[src/rtl/ps2_host_tx.sv]
// ps2_host_tx: host-to-device PS/2 command transmitter.
// Sends one byte to the device. It inhibits the clock, issues a request-to-send,
// then shifts the bits out on device clock falling edges, and finally checks the ACK.
// Both pads are open-drain. The *_oe outputs pull the line low when they are 1.
// Optional feature macro: PS2_TX_RETRY_EN. When it is defined, a failed attempt is
// retried up to twice with the same byte before tx_err is pulsed.
module ps2_host_tx #(
  parameter int unsigned INHIBIT_CYCLES = 5000,
  parameter int unsigned TIMEOUT_CYCLES = 750000
) (
  input  logic       clk,
  input  logic       resetn,
  input  logic       tx_valid,
  input  logic [7:0] tx_data,
  output logic       tx_ready,
  output logic       tx_busy,
  output logic       tx_done,
  output logic       tx_err,
  input  logic       ps2_clk_i,
  input  logic       ps2_data_i,
  output logic       ps2_clk_oe,
  output logic       ps2_data_oe
);

  localparam int unsigned INH_W = $clog2(INHIBIT_CYCLES) + 1;
  localparam int unsigned WDT_W = $clog2(TIMEOUT_CYCLES) + 1;
  localparam logic [INH_W-1:0] INH_LAST = INH_W'(INHIBIT_CYCLES - 1);
  localparam logic [WDT_W-1:0] WDT_LAST = WDT_W'(TIMEOUT_CYCLES - 1);

  typedef enum logic [2:0] {
    S_IDLE,
    S_INHIBIT,
    S_RTS,
    S_WAIT_IDLE,
    S_FAIL
  } state_e;

  state_e           state_q, state_d;
  logic [2:0]       clk_sync_q, clk_sync_d;
  logic [2:0]       data_sync_q, data_sync_d;
  logic             clk_prev_q, clk_prev_d;
  logic [INH_W-1:0] inh_cnt_q, inh_cnt_d;
  logic [WDT_W-1:0] wdt_q, wdt_d;
  logic [3:0]       bit_cnt_q, bit_cnt_d;
  logic [7:0]       shift_q, shift_d;
  logic             par_q, par_d;
  logic             data_oe_q, data_oe_d;
  logic             done_q, done_d;
  logic             err_q, err_d;
`ifdef PS2_TX_RETRY_EN
  logic [1:0]       retry_q, retry_d;
`endif

  // Synchronised line levels. The falling edge compares the last two synced samples.
  logic clk_s, data_s, clk_fe;
  assign clk_s  = clk_sync_q[2];
  assign data_s = data_sync_q[2];
  assign clk_fe = clk_prev_q & ~clk_s;

  // Next-state logic: FSM transitions, bit serialisation, inhibit timer and watchdog.
  always_comb begin
    // NOTE: every signal gets a default first, so no path can leave one unassigned (no latch).
    state_d     = state_q;
    clk_sync_d  = {clk_sync_q[1:0], ps2_clk_i};
    data_sync_d = {data_sync_q[1:0], ps2_data_i};
    clk_prev_d  = clk_s;
    inh_cnt_d   = inh_cnt_q;
    wdt_d       = wdt_q;
    bit_cnt_d   = bit_cnt_q;
    shift_d     = shift_q;
    par_d       = par_q;
    data_oe_d   = data_oe_q;
    done_d      = 1'b0;
    err_d       = 1'b0;
`ifdef PS2_TX_RETRY_EN
    retry_d     = retry_q;
`endif

    case (state_q)
      S_IDLE: begin
        data_oe_d = 1'b0;
        if (tx_valid) begin
          shift_d   = tx_data;
          par_d     = ~^tx_data;
          inh_cnt_d = '0;
          state_d   = S_INHIBIT;
`ifdef PS2_TX_RETRY_EN
          retry_d   = '0;
`endif
        end
      end

      S_INHIBIT: begin
        if (inh_cnt_q == INH_LAST) begin
          // Release the clock and present the start bit in the same cycle.
          data_oe_d = 1'b1;
          bit_cnt_d = '0;
          wdt_d     = '0;
          state_d   = S_RTS;
        end else begin
          inh_cnt_d = inh_cnt_q + INH_W'(1);
        end
      end

      S_RTS: begin
        if (clk_fe) begin
          wdt_d     = '0;
          bit_cnt_d = bit_cnt_q + 4'd1;
          if (bit_cnt_q < 4'd8) begin
            data_oe_d = ~shift_q[bit_cnt_q[2:0]];
          end else if (bit_cnt_q == 4'd8) begin
            data_oe_d = ~par_q;
          end else if (bit_cnt_q == 4'd9) begin
            data_oe_d = 1'b0;
          end else begin
            // The 11th edge carries the device ACK: a low data line means success.
            data_oe_d = 1'b0;
            state_d   = data_s ? S_FAIL : S_WAIT_IDLE;
          end
        end else if (wdt_q == WDT_LAST) begin
          data_oe_d = 1'b0;
          state_d   = S_FAIL;
        end else begin
          wdt_d = wdt_q + WDT_W'(1);
        end
      end

      S_WAIT_IDLE: begin
        data_oe_d = 1'b0;
        if (clk_s && data_s) begin
          done_d  = 1'b1;
          state_d = S_IDLE;
        end else if (clk_fe) begin
          wdt_d = '0;
        end else if (wdt_q == WDT_LAST) begin
          state_d = S_FAIL;
        end else begin
          wdt_d = wdt_q + WDT_W'(1);
        end
      end

      S_FAIL: begin
        data_oe_d = 1'b0;
`ifdef PS2_TX_RETRY_EN
        if (retry_q < 2'd2) begin
          retry_d   = retry_q + 2'd1;
          inh_cnt_d = '0;
          state_d   = S_INHIBIT;
        end else begin
          err_d   = 1'b1;
          state_d = S_IDLE;
        end
`else
        err_d   = 1'b1;
        state_d = S_IDLE;
`endif
      end

      default: begin
        data_oe_d = 1'b0;
        state_d   = S_IDLE;
      end
    endcase
  end

  // State register. Lines idle high, so the synchronisers reset to 1.
  always_ff @(posedge clk or negedge resetn) begin
    if (!resetn) begin
      // NOTE: sequential state uses non-blocking assignments only, so every flop samples pre-edge values.
      state_q     <= S_IDLE;
      clk_sync_q  <= '1;
      data_sync_q <= '1;
      clk_prev_q  <= 1'b1;
      inh_cnt_q   <= '0;
      wdt_q       <= '0;
      bit_cnt_q   <= '0;
      shift_q     <= '0;
      par_q       <= 1'b0;
      data_oe_q   <= 1'b0;
      done_q      <= 1'b0;
      err_q       <= 1'b0;
`ifdef PS2_TX_RETRY_EN
      retry_q     <= '0;
`endif
    end else begin
      state_q     <= state_d;
      clk_sync_q  <= clk_sync_d;
      data_sync_q <= data_sync_d;
      clk_prev_q  <= clk_prev_d;
      inh_cnt_q   <= inh_cnt_d;
      wdt_q       <= wdt_d;
      bit_cnt_q   <= bit_cnt_d;
      shift_q     <= shift_d;
      par_q       <= par_d;
      data_oe_q   <= data_oe_d;
      done_q      <= done_d;
      err_q       <= err_d;
`ifdef PS2_TX_RETRY_EN
      retry_q     <= retry_d;
`endif
    end
  end

  assign tx_ready    = (state_q == S_IDLE);
  assign tx_busy     = (state_q != S_IDLE);
  assign tx_done     = done_q;
  assign tx_err      = err_q;
  assign ps2_clk_oe  = (state_q == S_INHIBIT);
  assign ps2_data_oe = data_oe_q;

endmodule

[config.mk]
export PLATFORM = sky130hd
export DESIGN_NAME = ps2_host_tx
export DESIGN_NICKNAME = d
export VERILOG_FILES = /design/src/rtl/ps2_host_tx.sv
export SDC_FILE = /design/constraint.sdc
export NUM_CORES = 1
export LEC_CHECK = 0
export BUFFER_PORTS_ARGS = -buffer_cell sky130_fd_sc_hd__buf_2
export CAP_MARGIN = 20
export CORE_ASPECT_RATIO = 1.1
export CORE_MARGIN = 3
export CORE_UTILIZATION = 44
export CTS_BUF_LIST = sky130_fd_sc_hd__clkbuf_8
export DETAILED_ROUTE_END_ITERATION = 10
export GPL_ROUTABILITY_DRIVEN = 0
export GPL_TIMING_DRIVEN = 0
export PLACE_DENSITY_LB_ADDON = 0.05
export SYNTH_ARGS = -nofsm -noshare
export SYNTH_HDL_FRONTEND = slang
export SYNTH_SLANG_ARGS = --single-unit
[constraint.sdc]
create_clock -name clk -period 2.5 [get_ports clk]
set_input_delay 0.375 -clock clk [delete_from_list [all_inputs] [get_ports clk]]
set_output_delay 0.375 -clock clk [all_outputs]
set_load 0.01 [all_outputs]
==> run summary <==
Pre-CTS WS - 0.0920 ns
DP HPWL - 5170 um
Die Ht - 95.8 um
Required @ worst endpoint - 2.72 ns
Syn nets - 371
Sequential cell area - 1540 um^2
Clk Latency, worst-skew pair - 0.34 ns
Met1 Resource Use GR - 25.1%
Final instance area - 3670 um^2
Via count - 2707
Total wire length - 7370 um
Core Footprint - 7050 um^2
CTS root buf - clkbuf_8
Mean Syn Cell Area - 9.14 um^2
Die width - 87.6 um
Num rows - 32
Sequential area share after synthesis - 47.6%
CTS tree - built
Via density - 5.71
Largest net degree at the start of global routing - 41
Most frequent cells after synthesis - nand2_1 (58), dfrtp_1 (54), o21ai_0 (32)
Multi-input logic area - 1600 um^2
H-tree depth - 3
Fmax - 0.432 GHz
Relative slew slack - 51.6%
Async SR Flop Fraction - 100%
DRC Markers - 0
Proportion of layout cells with a drive suffix above 1 - 13.6%
Setup WS post-layout - 0.183 ns
Drt first pass iters - 4
Gr ovfl total - 0
GRT Resource Usage Total - 19.6%
Cts hold-fix bufs - 0
Setup TNS - 0 ns
Crit Path Class - flip-flop to flip-flop
Final setup fails - 0
Tmin final - 2.32 ns
Fin cells - 474
Post-synth EDFFs - 0
IO Count - 19
CP Launch Type - flip-flop
Initial antenna violation count - 0
Die Area - 8400 um^2
Initial Util - 45.8%
Iteration-0 DRC Markers - 176
PwrDens - 544 nW/um^2
Crit-path max cell delay - 0.58 ns
Clock transition at the registers of the reported paths - 0.07 ns
CP Launch Point - wdt_q[11]$_DFFE_PN0P_
# fillers - 667
Clk_skew - 0.00603 ns
Antenna cell count - 0
Cts bufs inserted - 9
FF-to-FF End - wdt_q[3]$_DFFE_PN0P_
Top-count cell post-synth - nand2_1
Cell-by-cell trace of the critical path - or4b_1 > or4_4 > o21ai_1 > or3_1 > nand3_1
Cell type with the highest aggregate area in the netlist - dfrtp_1
Reg2Reg Launch Point - wdt_q[11]$_DFFE_PN0P_
Worst slew pin tran - 0.720 ns
Critical path endpoint category - flip-flop
Final Util - 52.1%
Arr. time, crit path - 2.53 ns
Most used DFF post-synth - dfrtp_1
Worst-path fanout max - 6
Grt peak-use layer - met2
GRT met3 Usage - 4.11%
Met2 Use GR - 32.4%
Final period util - 92.7%
Post-Synthesis Cells - 353
Final Hold Vio Count - 0
Worst min-delay path category - input pin to async pin
Post-DRT Antenna Nets - 0
Max-cap violations - 0
Syn. warnings - 0
Post-synth cell types - 51
Sink Count - 61
IO Port Bufs - 18
Synth Cell Area - 3230 um^2
Placed insts - 457
Leak Pwr - 1.63 nW
Status - completed
Synthesized flop and latch total - 61
Area Growth Syn to Fin - 13.7%
Top cell type's share of synthesized area - 41.9%
Worst path buffer plus inverter count - 0
RSZ-0062 raised after global routing - no
Net count, final - 402
Wire length per cell - 15.5 um
Placed Area - 3440 um^2
Total Power - 1.99 mW
Worst path slowest cell - or4_4
Via count of the first global-routing pass - 2703
Top delay family on crit path - simple AND/OR/NAND/NOR gates
Main area contributors after synthesis - dfrtp_1 (42%), nand2_1 (6.7%), dfstp_2 (5.7%), o21ai_0 (5.0%), nand3_1 (3.1%)
R2R cell count - 5
Max clock buf depth - 2
Max-slew violation count - 0
Reg2Reg Setup Slack - 0.18 ns
First-pass GRT wire length - 12800 um
Max VDD drop - 0.322 mV
Hold Slack - 0.00595 ns
## registers in the layout, indices dropped and copies added, names as in the netlist
name	flops
bit_cnt_q	4
state_q	3
tx_done	1
shift_q	8
wdt_q	21
inh_cnt_q	14
tx_err	1
clk_prev_q	1
clk_sync_q	3
data_sync_q	3
par_q	1
ps2_data_oe	1
## power by group
part | switching (mW) | internal, mW | total [mW]
Combinational | 0.0351 | 0.0238 | 0.0588
Sequential | 0.00467 | 0.997 | 1.00
Clock | 0.385 | 0.549 | 0.934
## how the worst max path moves through the flow
| stage | to | depth (start not counted) |
|---|---|---|
| after CTS | inh_cnt_q[6]$_DFFE_PN0P_ | 8 |
| after detailed placement | inh_cnt_q[6]$_DFFE_PN0P_ | 8 |
| after global placement | inh_cnt_q[6]$_DFFE_PN0P_ | 8 |
| after floorplan | state_q[2]$_DFFE_PN0P_ | 4 |
| after global routing | bit_cnt_q[3]$_DFFE_PN0P_ | 8 |
| final | wdt_q[3]$_DFFE_PN0P_ | 5 |
## layout make-up
class                      count  area share [%]
clock inverter                 7            2.25
sequential                    61            41.8
tap                           85            2.90
buffer                        11            1.16
timing repair buffer          22            3.55
inverter                      12            1.23
clock buffer                   9            3.38
multi-input combinational    267            43.7
## layout by cell type, fill, tap and decap left out, types with 7 or more instances in the layout
master    count
and2_1        8
dfrtp_1      54
xor2_1        8
inv_1        13
clkbuf_1     10
clkbuf_8      9
nand3_1      20
nand4_1      15
buf_2        18
o21ai_0      32
nor2_1       24
a21oi_1       8
dfstp_2       7
o31ai_1       9
nand2_1      58
and3_1        7
## routing by layer
layer / wire [um] / up-vias
met1: 3400 / 1298
met4: 99 / 0
met2: 3600 / 55
met5: 0 / -
li1: - / 1344
met3: 263 / 10
## timing repair
item | 4_1_cts | 5_1_grt
setup buffers | 0 | 2
setup endpoints to repair | 0 | 29
gates resized for setup | 0 | 3
## kinds of logic (layout without fill, tap and decap cells)
family | after synthesis | count (layout) | synth area share, %
multiplexers | 6 | 6 | 2.64
adder cells (fa/ha/maj) | 5 | 5 | 1.94
buffers and inverters | 25 | 61 | 2.91
flip-flops | 61 | 61 | 47.6
AND/OR/NAND/NOR | 166 | 166 | 26.3
AO/OA/AOI/OAI | 76 | 76 | 14.9
XOR/XNOR | 14 | 14 | 3.80
(Power assumes the default switching activity.)
